--- src/rtl/rv32_inst_encoder.sv ---
// RV32I instruction encoder: packs decoded fields into a 32-bit word, flags immediates
// that do not fit the format, and queues word + address tag in a 2-entry output FIFO.
module rv32_inst_encoder #(
    parameter int ERR_CNT_W = 16
) (
    input  logic                 clk,
    input  logic                 rst_n,
    input  logic                 flush,
    input  logic                 addr_load,
    input  logic [31:0]          addr_base,
    input  logic                 in_valid,
    output logic                 in_ready,
    input  logic [2:0]           fmt,
    input  logic [6:0]           opcode,
    input  logic [4:0]           rd,
    input  logic [4:0]           rs1,
    input  logic [4:0]           rs2,
    input  logic [2:0]           funct3,
    input  logic [6:0]           funct7,
    input  logic [31:0]          imm,
    output logic                 out_valid,
    input  logic                 out_ready,
    output logic [31:0]          out_inst,
    output logic [31:0]          out_addr,
    output logic                 out_err,
    output logic [ERR_CNT_W-1:0] err_cnt
);
    localparam logic [2:0] FMT_R = 3'd0;
    localparam logic [2:0] FMT_I = 3'd1;
    localparam logic [2:0] FMT_S = 3'd2;
    localparam logic [2:0] FMT_B = 3'd3;
    localparam logic [2:0] FMT_U = 3'd4;
    localparam logic [2:0] FMT_J = 3'd5;
    localparam logic [31:0] NOP  = 32'h0000_0013;

    logic [31:0] enc_inst;
    logic        enc_err;

    // A sign-extended immediate fits when all of its upper bits match the top kept bit.
    always_comb begin
        enc_inst = NOP;
        enc_err  = 1'b1;
        case (fmt)
            FMT_R: begin
                enc_inst = {funct7, rs2, rs1, funct3, rd, opcode};
                enc_err  = 1'b0;
            end
            FMT_I: begin
                enc_inst = {imm[11:0], rs1, funct3, rd, opcode};
                enc_err  = !((&imm[31:11]) || !(|imm[31:11]));
            end
            FMT_S: begin
                enc_inst = {imm[11:5], rs2, rs1, funct3, imm[4:0], opcode};
                enc_err  = !((&imm[31:11]) || !(|imm[31:11]));
            end
            FMT_B: begin
                enc_inst = {imm[12], imm[10:5], rs2, rs1, funct3, imm[4:1], imm[11], opcode};
                enc_err  = !((&imm[31:12]) || !(|imm[31:12])) || imm[0];
            end
            FMT_U: begin
                enc_inst = {imm[31:12], rd, opcode};
                enc_err  = |imm[11:0];
            end
            FMT_J: begin
                enc_inst = {imm[20], imm[10:1], imm[11], imm[19:12], rd, opcode};
                enc_err  = !((&imm[31:20]) || !(|imm[31:20])) || imm[0];
            end
            default: begin
                enc_inst = NOP;
                enc_err  = 1'b1;
            end
        endcase
    end

    logic [64:0] mem [2];
    logic        rd_ptr;
    logic        wr_ptr;
    logic [1:0]  count;
    logic [31:0] addr_cnt;
    logic [31:0] tag_addr;
    logic        push;
    logic        pop;
    logic        unused_ok;

    assign unused_ok = ^addr_base[1:0];
    assign in_ready  = (count < 2'd2);
    assign out_valid = (count != 2'd0);
    assign push      = in_valid && in_ready;
    assign pop       = out_valid && out_ready;
    assign tag_addr  = addr_load ? {addr_base[31:2], 2'b00} : addr_cnt;

    assign out_inst  = mem[rd_ptr][64:33];
    assign out_addr  = mem[rd_ptr][32:1];
    assign out_err   = mem[rd_ptr][0];

    always_ff @(posedge clk or negedge rst_n) begin
        if (!rst_n) begin
            mem[0]   <= '0;
            mem[1]   <= '0;
            rd_ptr   <= 1'b0;
            wr_ptr   <= 1'b0;
            count    <= 2'd0;
            addr_cnt <= 32'd0;
            err_cnt  <= '0;
        end else if (flush) begin
            // A push coincident with flush is dropped; only the base load survives.
            rd_ptr <= 1'b0;
            wr_ptr <= 1'b0;
            count  <= 2'd0;
            if (addr_load) begin
                addr_cnt <= tag_addr;
            end
        end else begin
            if (push) begin
                mem[wr_ptr] <= {enc_inst, tag_addr, enc_err};
                wr_ptr      <= ~wr_ptr;
                addr_cnt    <= tag_addr + 32'd4;
                if (enc_err && (err_cnt != '1)) begin
                    err_cnt <= err_cnt + ERR_CNT_W'(1);
                end
            end else if (addr_load) begin
                addr_cnt <= tag_addr;
            end
            if (pop) begin
                rd_ptr <= ~rd_ptr;
            end
            count <= count + {1'b0, push} - {1'b0, pop};
        end
    end
endmodule

--- config.mk ---
export PLATFORM = sky130hd
export DESIGN_NAME = rv32_inst_encoder
export DESIGN_NICKNAME = d
export VERILOG_FILES = /design/src/rtl/rv32_inst_encoder.sv
export SDC_FILE = /design/constraint.sdc
export NUM_CORES = 1
export LEC_CHECK = 0
export BUFFER_PORTS_ARGS = -buffer_cell sky130_fd_sc_hd__buf_2
export CAP_MARGIN = 40
export CORE_ASPECT_RATIO = 1.4
export CORE_UTILIZATION = 39
export DETAILED_ROUTE_END_ITERATION = 8
export PLACE_DENSITY = 0.64
export SYNTH_ARGS = -nofsm -noshare
export SYNTH_HDL_FRONTEND = slang
export SYNTH_SLANG_ARGS = --single-unit
--- constraint.sdc ---
create_clock -name clk -period 2.4 [get_ports clk]
set_clock_uncertainty 0.05 [all_clocks]
set_input_delay 0.24 -clock clk [delete_from_list [all_inputs] [get_ports clk]]
set_output_delay 0.24 -clock clk [all_outputs]
set_load 0.02 [all_outputs]
==> summary.md, run 1 <==
| Metric | Value |
|---|---|
| Cells after DPL | 1361 |
| Wire length per cell | 15.6 um |
| Finished Layout Cells | 1395 |
| Vias in the first global route | 6936 |
| Area leader, netlist | dfrtp_1 |
| Outcome | complete, no violations |
| Largest net degree at the start of global routing | 76 |
| Worst min-delay path class | input pin to register |
| Final worst path period need | 2330 ps |
| Worst reg-to-reg setup slack | 160 ps |
| Period utilisation layout | 96.9% |
| Max_cap viols | 0 |
| Mapped Nets | 986 |
| Clock Latency Late Sink | 430 ps |
| Routed WL | 21800 um |
| Startpoint Class | input pin |
| DP HPWL | 16300 um |
| Final TNS setup | 0 ps |
| Count of final setup violators | 0 |
| GRT Residual Overflow | 0 |
| H-tree levels | 4 |
| Max Clk Rate | 0.430 GHz |
| Clk root buf | clkbuf_16 |
| Slowest CP cell | or3b_1 |
| CP required | 2710 ps |
| Routed Antenna Nets | 0 |
| Total Routing Usage GR | 19.8% |
| Async set-reset flop share out of synthesis | 100% |
| Crit Path Max Fanout | 14 |
| Core Region | 22500 um^2 |
| Die area | 23500 um^2 |
| Filler Cell Count | 2139 |
| FP Rows | 65 |
| Final max-slew violation count | 0 |
| Worst setup EP type | register |
| Vias | 6953 |
| YS warnings | 0 |
| Post-synth EDFFs | 0 |
| Netlist cell types | 60 |
| Synthesized cell area | 8920 um^2 |
| Worst Hold End | mem[39] |
| Synth Flop Type | dfrtp_1 |
| Initial Util | 39.6% |
| DRC violations left | 0 |
| Cell Area, Placed | 10500 um^2 |
| Clock buffer depth | 2 |
| Ant diodes | 0 |
| Critical path class | input pin to register |
| Syn avg cell area | 10.2 um^2 |
| Final Net Count | 1192 |
| Seq/Total Area, Yosys | 51.0% |
| Detailed Route Iter0 Violations | 227 |
| Mapped Cells | 877 |
| Vert. Die Dim | 181 um |
| Fin area | 11100 um^2 |
| Reg2Reg Launch Point | count[1] |
| Max_slew headroom | 59.4% |
| Area grow syn2layout | 24.5% |
| Slowest stage delay, CP | 550 ps |
| Boundary Pins | 188 |
| Initial antenna violation count | 1 |
| DRT Pass-1 Iters | 5 |
| CTS Buf Count | 17 |
| Clock-pin slew on the worst setup and hold paths | 60 ps |
| Top cells by area, synth | dfrtp_1, mux2_2, o21ai_0, nand2_1, mux2i_1 |
| Global-route wire length before repair | 35800 um |
| PostCTS Resize Cnt | 0 |
| R2R cell count | 5 |
| Layout cell share with drive strength beyond 1 | 32.4% |
| Register bit total from synthesis | 182 |
| Worst Hold Launch | opcode[6] |
| Power density over the cells | 1070 nW/um^2 |
| Tot Pwr | 11.9 mW |
| DIE WIDTH | 130 um |
| PortBufs | 185 |
| GP Congestion | 0.877 |
| Reg-to-reg endpoint | err_cnt[10] |
| Hold path cells | 3 |
| Synth top area share | 51.0% |
| Pleak | 5.24 nW |
| Arrival @ worst endpoint | 2630 ps |
| DR vias/cell | 4.98 |
| CTS tree | done |
| Hold Fails Final Rpt | 0 |
| Worst-path cell chain | dlygate4sd3_1 -> buf_2 -> or3b_1 -> a41o_1 -> a21oi_4 -> nor4b_2 -> xnor2_1 |
| RSZ-0062 raised after global routing | no |
| Clock Sinks | 182 |
| Hold slack | 38.4 ps |
| Worst-margin pin slew | 609 ps |
| VDD IR max | 0.000604 V |
==> logic make-up after synthesis <==
logic type      after synthesis  synth area share [%]
simple gates                281                  15.2
compound gates              198                  13.0
flops                       182                  51.0
mux                         101                  12.3
buf+inv                      61                  2.99
xor+xnor                     50                  4.91
fa+ha+maj                     4                 0.561
==> power breakdown <==
group	total, mW	switching, mW	internal, mW
clock	2.89	1.13	1.76
sequential	4.78	0.628	4.15
combinational	4.26	2.46	1.80
==> state kept, by name, summed over array words and instances, names as in the netlist <==
name      cells
wr_ptr        1
err_cnt      16
count         2
rd_ptr        1
mem         130
addr_cnt     32
==> cell type report <==
type,count,area [um^2],area share [%]
flip-flops and latches,182,4560,41.0
multi-input cells,634,4120,37.1
repair buffers,237,1410,12.7
clock buffers,22,454,4.09
well taps,301,377,3.39
clock inverters,8,150,1.35
inverters,11,41.3,0.372
==> routing by layer <==
metal | part of all wire [%] | track usage (%) | vias to the layer above
met5 | 0.037 | 0 | -
met4 | 1.8 | 6.14 | 2
met3 | 5.5 | 5.03 | 26
met2 | 51 | 34.1 | 200
met1 | 41 | 23.8 | 3252
li1 | - | - | 3473
==> synthesized netlist by cell type (4+ instances only) <==
library cell / instances
nor2_1: 23
nor4_2: 4
ha_1: 4
xnor2_1: 30
nand3_1: 14
o21ai_0: 128
dfrtp_1: 182
o22a_1: 4
and2_1: 5
nand2b_1: 5
nand4_1: 12
nor4_1: 8
nand3b_1: 5
nand2_1: 165
mux2_2: 70
nor2b_1: 7
inv_1: 11
clkbuf_1: 39
xor2_1: 20
nor3_1: 4
mux2i_1: 29
a21oi_1: 22
and3_1: 5
a22oi_1: 26
==> worst max-delay path by stage <==
stage               startpoint            to  slack [ps]  depth (start not counted)
floorplan            addr_load  addr_cnt[26]          40                         12
CTS                      flush   err_cnt[10]          90                          7
finish                   flush   err_cnt[10]          70                          7
global route             flush   err_cnt[10]         0.9                          7
global placement        fmt[2]   err_cnt[10]         110                          8
detailed placement      fmt[2]   err_cnt[10]         100                          8
==> per-stage QoR <==
stage                     setup WS [ps]  utilization, %
after global placement              112            46.5
after CTS                          91.8            49.3
after detailed placement           98.4            46.5
after global routing              0.877            49.3
final                              75.0            49.3
after floorplan                    42.3               -
==> worst max-delay path, delay by kind of cell <==
family / cells / cell delay [ps]
buffers and inverters: 2 / 690
AO/OA/AOI/OAI: 2 / 690
AND/OR/NAND/NOR: 2 / 860
XOR/XNOR: 1 / 150
==> layout by cell type (no fill, tap or decap), drive strengths merged, types with 6 or more instances in the layout <==
master | Yosys | layout
o21ai | 129 | 129
nor4 | 12 | 12
dfrtp | 182 | 182
nor2b | 7 | 7
buf | 11 | 232
mux2i | 29 | 29
nor2 | 25 | 25
nor3 | 6 | 6
nand2 | 167 | 167
nand3 | 15 | 15
inv | 11 | 11
and2 | 6 | 6
mux2 | 72 | 72
xor2 | 20 | 20
clkbuf | 39 | 23
a21oi | 23 | 23
a22oi | 26 | 26
xnor2 | 30 | 30
nand4 | 12 | 12
==> repair_timing <==
action | 4_1_cts | 5_1_grt
hold buffers | 4 | 0
setup endpoints to repair | 0 | 0
hold endpoints to repair | 76 | 0
buffers inserted | 0 | 0
(Power assumes the default switching activity.)
==> run 2, diff against run 1 <==
--- a/config.mk
+++ b/config.mk
@@ -5,11 +5,13 @@
 export SDC_FILE = /design/constraint.sdc
 export NUM_CORES = 1
 export LEC_CHECK = 0
+export ABC_AREA = 1
 export BUFFER_PORTS_ARGS = -buffer_cell sky130_fd_sc_hd__buf_2
 export CAP_MARGIN = 40
 export CORE_ASPECT_RATIO = 1.4
 export CORE_UTILIZATION = 39
 export DETAILED_ROUTE_END_ITERATION = 8
+export HOLD_SLACK_MARGIN = 0.15
 export PLACE_DENSITY = 0.64
 export SYNTH_ARGS = -nofsm -noshare
 export SYNTH_HDL_FRONTEND = slang
==> summary.md, run 2 <==
| Metric | Value |
|---|---|
| Outcome | complete, no violations |
| Mapped Nets | 1409 (+43%) |
| Layout cell share with drive strength beyond 1 | 18.8% (-14 points) |
| Mapped Cells | 1300 (+48%) |
| Max_slew headroom | 54.5% (-4.9 points) |
| Async set-reset flop share out of synthesis | 100% (unchanged) |
| Vias | 9016 (+30%) |
| Final worst path period need | 2280 ps (-43.8 ps) |
| Max_cap viols | 0 (unchanged) |
| Met1 Wirelength | 10700 um (+19%) |
| Core Region | 24100 um^2 (+6.8%) |
| VDD IR max | 0.000515 V (-15%) |
| Clock Latency Late Sink | 430 ps (about the same) |
| Worst min-delay path class | input pin to register |
| DR vias/cell | 4.87 (-2.3%) |
| Post-synth EDFFs | 0 (unchanged) |
| Synth top area share | 47.3% (-3.7 points) |
| YS warnings | 0 (unchanged) |
| GP Congestion | 0.911 (+3.8%) |
| RSZ-0062 raised after global routing | no |
| Synthesized cell area | 9620 um^2 (+7.8%) |
| Clock buffer depth | 2 (unchanged) |
| Synth Flop Type | dfrtp_1 |
| CP required | 2110 ps (-600 ps) |
| Netlist cell types | 37 (-38%) |
| GRT Residual Overflow | 0 (unchanged) |
| Crit Path Max Fanout | 89 (+75) |
| DIE WIDTH | 135 um (+3.8%) |
| Register bit total from synthesis | 182 (unchanged) |
| Arrival @ worst endpoint | 1990 ps (-640 ps) |
| Initial antenna violation count | 0 (-1) |
| DR WL met3 | 1060 um (-11%) |
| Final max-slew violation count | 0 (unchanged) |
| Pleak | 6.13 nW (+17%) |
| Vert. Die Dim | 188 um (+3.8%) |
| Vias in the first global route | 8796 (+27%) |
| Total Routing Usage GR | 21.7% (+1.9 points) |
| Clock Sinks | 182 (unchanged) |
| Count of final setup violators | 0 (unchanged) |
| Max Clk Rate | 0.438 GHz (+1.9%) |
| Period utilisation layout | 95.0% (-1.8 points) |
| Final TNS setup | 0 ps (unchanged) |
| Hold path cells | 4 (+1) |
| Ant diodes | 0 (unchanged) |
| Wire length per cell | 14.1 um (-9.6%) |
| DP HPWL | 18400 um (+13%) |
| Initial Util | 40.0% (+0.38 points) |
| Most numerous cell in the Yosys netlist | nand2_1 |
| Largest net degree at the start of global routing | 68 (-11%) |
| Area leader, netlist | dfrtp_1 |
| Finished Layout Cells | 1852 (+33%) |
| Boundary Pins | 188 (unchanged) |
| DRT Pass-1 Iters | 5 (unchanged) |
| CTS Buf Count | 17 (unchanged) |
| Syn avg cell area | 7.40 um^2 (-27%) |
| Setup ws final | 119 ps (+43.8 ps) |
| Hold Fails Final Rpt | 0 (unchanged) |
| Largest reg by FF count | mem |
| Detailed Route Iter0 Violations | 423 (+86%) |
| Highest Signal Layer | met4 |
| Commonest non-fill, non-tap cell in the layout | nand2_1 |
| Worst setup EP type | primary output |
| Clock-pin slew on the worst setup and hold paths | 70 ps (about the same) |
| CTS tree | done |
| Largest registers | mem: 130 flops, addr_cnt: 32 flops, err_cnt: 16 flops |
| PortBufs | 185 (unchanged) |
| Routed WL | 26200 um (+20%) |
| Seq/Total Area, Yosys | 47.3% (-3.7 points) |
| Startpoint Class | register |
| Worst reg-to-reg setup slack | 260 ps (+100 ps) |
| Clk root buf | clkbuf_16 |
| Global-route wire length before repair | 43400 um (+21%) |
| Routed Antenna Nets | 0 (unchanged) |
| Max reg flops | 130 (unchanged) |
| Top cells by area, synth | dfrtp_1, nand2_1, o21ai_0, inv_1, nor2_1 |
| DRC violations left | 0 (unchanged) |
| Area grow syn2layout | 25.9% |
| Top post-synthesis cells by count | nand2_1, dfrtp_1, inv_1 |
| Post-Place Setup Slack | 155 ps (+56.2 ps) |
| Power density over the cells | 970 nW/um^2 (-9.7%) |
| Final Util | 50.4% (+1.0 points) |
| Critical path class | register to primary output |
| Die area | 25300 um^2 (+7.7%) |
| H-tree levels | 4 (unchanged) |
| Cells after DPL | 1768 (+30%) |
| Worst-margin pin slew | 675 ps (+66.2 ps) |
| FP Rows | 67 (+3.1%) |
| R2R cell count | 10 (+5) |
| Most frequent cells in the layout | nand2_1, buf_2, dfrtp_1 |
| Final Net Count | 1638 (+37%) |
| Met2 WL | 13700 um (+22%) |
-- run 2: changes by cell type in the layout (fill, tap and decap cells not counted), sizes merged, moves of 26 or more --
cell	delta
o21ai	+45
a22oi	-26
mux2	-72
nand2	+297
dlygate4sd3	+48
mux2i	-29
nand3	+29
nor2	+74
inv	+168
-- run 2: layer usage --
layer | up-vias | global-route usage (%)
met2 | 225 | 39.3
met5 | - | 0
met4 | 0 | 8.30
met3 | 43 | 3.68
met1 | 4222 | 25.2
li1 | 4526 | -
-- run 2: critical path: stages, from the launching register on --
cell,delay (ps)
dfrtp_4,590
buf_16,270
o21ai_0,410
buf_2,250
-- run 2: worst paths after layout --
path | startpoint | end
min in group asynchronous | rst_n | mem[62]
hold / removal | addr_base[5] | addr_cnt[5]
max in group asynchronous | rst_n | addr_cnt[12]
setup reg to reg | count[1] | addr_cnt[25]
hold reg to reg | mem[19] | mem[19]
setup / recovery | rd_ptr | out_addr[29]
-- run 2: power breakdown --
group	internal, mW	switching [mW]
clock	1.58	1.32
combinational	1.43	2.80
sequential	4.13	0.483
total	7.14	4.61
-- run 2: layout make-up --
cell class	count	area, um^2
repair buffers	267	1760
fillers	2408	11900
well taps	310	388
flip-flops and latches	182	4560
inverters	170	638
clock inverters	15	180
clock buffers	17	425
multi-input cells	891	4170
-- run 2: per-stage QoR --
step	hold slack (ps)	total power, mW	area (um^2)
6_report	174	11.7	12100
2_1_floorplan	-106	7.33	9620
4_1_cts	153	11.9	12100
5_1_grt	187	12.6	12100
3_3_place_gp	228	8.76	11000
3_5_place_dp	233	8.86	11000
-- run 2: kinds of logic (layout without fill, tap and decap cells) --
family	count (synthesis)	after routing	synth area share, %
buffers and inverters	227	469	9.51
adders and majority gates	4	4	0.520
AOI/OAI and AO/OA	205	205	12.1
DFF	182	182	47.3
xor gates and xnor gates	29	29	2.64
and+or+nand+nor	653	653	27.9
-- run 2: repair_timing --
action	4_1_cts	5_1_grt
buffers inserted	1	0
cloned	0	0
hold endpoints to repair	128	0
gates resized for setup	0	1
endpoints found under the setup margin	1	6
hold buffers	52	0
==> run 3, diff against run 2 <==
--- a/config.mk
+++ b/config.mk
@@ -9,10 +9,11 @@
 export BUFFER_PORTS_ARGS = -buffer_cell sky130_fd_sc_hd__buf_2
 export CAP_MARGIN = 40
 export CORE_ASPECT_RATIO = 1.4
-export CORE_UTILIZATION = 39
+export CORE_MARGIN = 2
+export CORE_UTILIZATION = 40
 export DETAILED_ROUTE_END_ITERATION = 8
 export HOLD_SLACK_MARGIN = 0.15
-export PLACE_DENSITY = 0.64
+export PLACE_DENSITY = 0.65
 export SYNTH_ARGS = -nofsm -noshare
 export SYNTH_HDL_FRONTEND = slang
 export SYNTH_SLANG_ARGS = --single-unit
==> constraint.sdc (replaced) <==
create_clock -name clk -period 2.35 [get_ports clk]
set_clock_uncertainty 0.05 [all_clocks]
set_input_delay 0.235 -clock clk [delete_from_list [all_inputs] [get_ports clk]]
set_output_delay 0.235 -clock clk [all_outputs]
set_load 0.02 [all_outputs]
==> summary.md, run 3 (synthesized netlist as in run 2, its figures left out) <==
| Metric | Value |
|---|---|
| Die area | 25300 um^2 (about the same) |
| Power density over the cells | 982 nW/um^2 (+1.3%) |
| Top delay family on crit path | flip-flops |
| Max_cap viols | 0 (unchanged) |
| DRC violations left | 0 (unchanged) |
| Power Internal | 7.26 mW (+1.6%) |
| GP Congestion | 0.937 (+2.9%) |
| Clock buffer depth | 2 (unchanged) |
| Worst-path cell chain | buf_12 -> o21ai_0 -> buf_2 |
| DRT Pass-1 Iters | 5 (unchanged) |
| Final TNS setup | 0 ps (unchanged) |
| Count of final setup violators | 0 (unchanged) |
| Worst Path Buf+Inv | 2 (unchanged) |
| Boundary Pins | 188 (unchanged) |
| Clock-pin slew on the worst setup and hold paths | 70 ps (about the same) |
| CP required | 2070 ps (-40 ps) |
| H-tree levels | 4 (unchanged) |
| Slowest stage delay, CP | 610 ps (+20 ps) |
| Final Net Count | 1645 (+0.43%) |
| DP HPWL | 18300 um (-0.63%) |
| FP Rows | 67 (unchanged) |
| CTS tree | done |
| RSZ-0062 raised after global routing | no |
| NetSw | 4.70 mW (+2.1%) |
| Max Clk Rate | 0.451 GHz |
| Area grow syn2layout | 26.6% |
| Startpoint Class | register |
| Wire length per cell | 13.9 um (-1.4%) |
| Worst setup EP type | primary output |
| Arrival @ worst endpoint | 1930 ps (-60 ps) |
| DR vias/cell | 4.87 (+0.11%) |
| Final max-slew violation count | 0 (unchanged) |
| Most frequent cells in the layout | nand2_1, buf_2, dfrtp_1 |
| Max_slew headroom | 50.8% (-3.7 points) |
| Critical path class | register to primary output |
| VDD IR max | 0.000515 V (about the same) |
| Commonest non-fill, non-tap cell in the layout | nand2_1 |
| Largest registers | mem: 130 flops, addr_cnt: 32 flops, err_cnt: 16 flops |
| Outcome | complete, no violations |
| Vert. Die Dim | 188 um (-0.18%) |
| Global-route wire length before repair | 42900 um (-1.2%) |
| Ant diodes | 0 (unchanged) |
| Vias | 9060 (+0.49%) |
| Layout cell share with drive strength beyond 1 | 19.3% (+0.50 points) |
| Period utilisation layout | 94.3% |
| Vias in the first global route | 8763 (-0.38%) |
| Slowest CP cell | dfrtp_4 |
| Combinational share of power | 36.3% (+0.3 points) |
| Sw frac | 39.3% (+0.11 points) |
| Detailed Route Iter0 Violations | 476 (+13%) |
| Crit Path Max Fanout | 75 (-16%) |
| CTS Buf Count | 17 (unchanged) |
| Largest reg by FF count | mem |
| Final worst path period need | 2220 ps |
| Cells after DPL | 1773 (+0.28%) |
| Hold Fails Final Rpt | 0 (unchanged) |
| Max reg flops | 130 (unchanged) |
| Clk root buf | clkbuf_16 |
| Initial antenna violation count | 0 (unchanged) |
| Finished Layout Cells | 1859 (+0.38%) |
| Worst min-delay path class | input pin to register |
| Pleak | 6.17 nW (+0.53%) |
| Total Routing Usage GR | 21.2% (-0.53 points) |
| Initial Util | 40.4% (+0.42 points) |
| PortBufs | 185 (unchanged) |
| Clock Sinks | 182 (unchanged) |
| Clock Latency Late Sink | 430 ps (about the same) |
| Largest net degree at the start of global routing | 81 (+19%) |
| Core Region | 23800 um^2 (-1.0%) |
| Sequential share of power | 39.4% (about the same) |
| GRT Residual Overflow | 0 (unchanged) |
| Routed Antenna Nets | 0 (unchanged) |
| DIE WIDTH | 135 um (+0.24%) |
| Clock power share | 24.2% (-0.5 points) |
| Worst-margin pin slew | 732 ps (+56.9 ps) |
| Routed WL | 25900 um (-1.1%) |
run 3: changes by cell type in the layout (fill, tap and decap cells not counted), moves of 2 or more:
cell	change
buf_12	+2
buf_4	+6
clkinv_8	+2
inv_6	-2
run 3: routing by layer:
metal / wire (um) / GRT usage, % / up-vias / part of all wire [%]
met5: 0 / 0 / - / 0
li1: - / - / 4551 / -
met1: 10700 / 25.1 / 4266 / 41
met3: 990 / 3.97 / 48 / 3.8
met2: 13300 / 37.4 / 195 / 51
met4: 873 / 8.57 / 0 / 3.4
run 3: tightest hold or removal path: cells and delay by family:
family	cells	cell delay [ps]
buf+inv	1	110
simple gates	3	180
compound gates	1	90
run 3: final timing paths:
check / end / depth (start not counted) / slack, ps / from
hold / removal: mem[51] / 5 / 170 / imm[18]
max in group asynchronous: mem[36] / 3 / 1290 / rst_n
setup / recovery: out_addr[3] / 3 / 130 / rd_ptr
min in group asynchronous: err_cnt[1] / 2 / 300 / rst_n
hold reg to reg: mem[39] / 2 / 420 / mem[39]
setup reg to reg: err_cnt[2] / 9 / 340 / err_cnt[0]
run 3: power by group through the flow:
stage	Combinational (mW)	Sequential, mW	Clock [mW]
2_1_floorplan	2.82	4.66	0
3_3_place_gp	4.22	4.74	0
3_5_place_dp	4.28	4.77	0
4_1_cts	4.38	4.72	2.98
5_1_grt	4.92	4.87	3.11
6_report	4.34	4.72	2.90
run 3: area by class of cell:
| cell class | count | area, um^2 |
|---|---|---|
| Fill cell | 2340 | 11600 |
| Sequential cell | 182 | 4560 |
| Inverter | 170 | 642 |
| Tap cell | 310 | 388 |
| Clock inverter | 14 | 161 |
| Timing Repair Buffer | 274 | 1820 |
| Multi-Input combinational cell | 891 | 4170 |
| Clock buffer | 18 | 439 |
run 3: metrics by stage:
stage / cell area (um^2) / utilization (%) / hold WS (ps) / total power, mW / worst slack (ps)
after floorplan: 9620 / - / -111 / 7.48 / 358
after global placement: 11000 / 46.3 / 201 / 8.96 / 188
after detailed placement: 11000 / 46.3 / 202 / 9.06 / 157
after CTS: 12100 / 51.0 / 150 / 12.1 / 59.0
after global routing: 12200 / 51.2 / 170 / 12.9 / 59.0
final: 12200 / 51.2 / 172 / 12.0 / 135
run 3: repair_timing:
item | CTS | global route
gates resized for setup | 0 | 2
hold buffers | 52 | 0
setup endpoints to repair | 0 | 4
hold endpoints to repair | 119 | 0
buffers inserted | 0 | 2
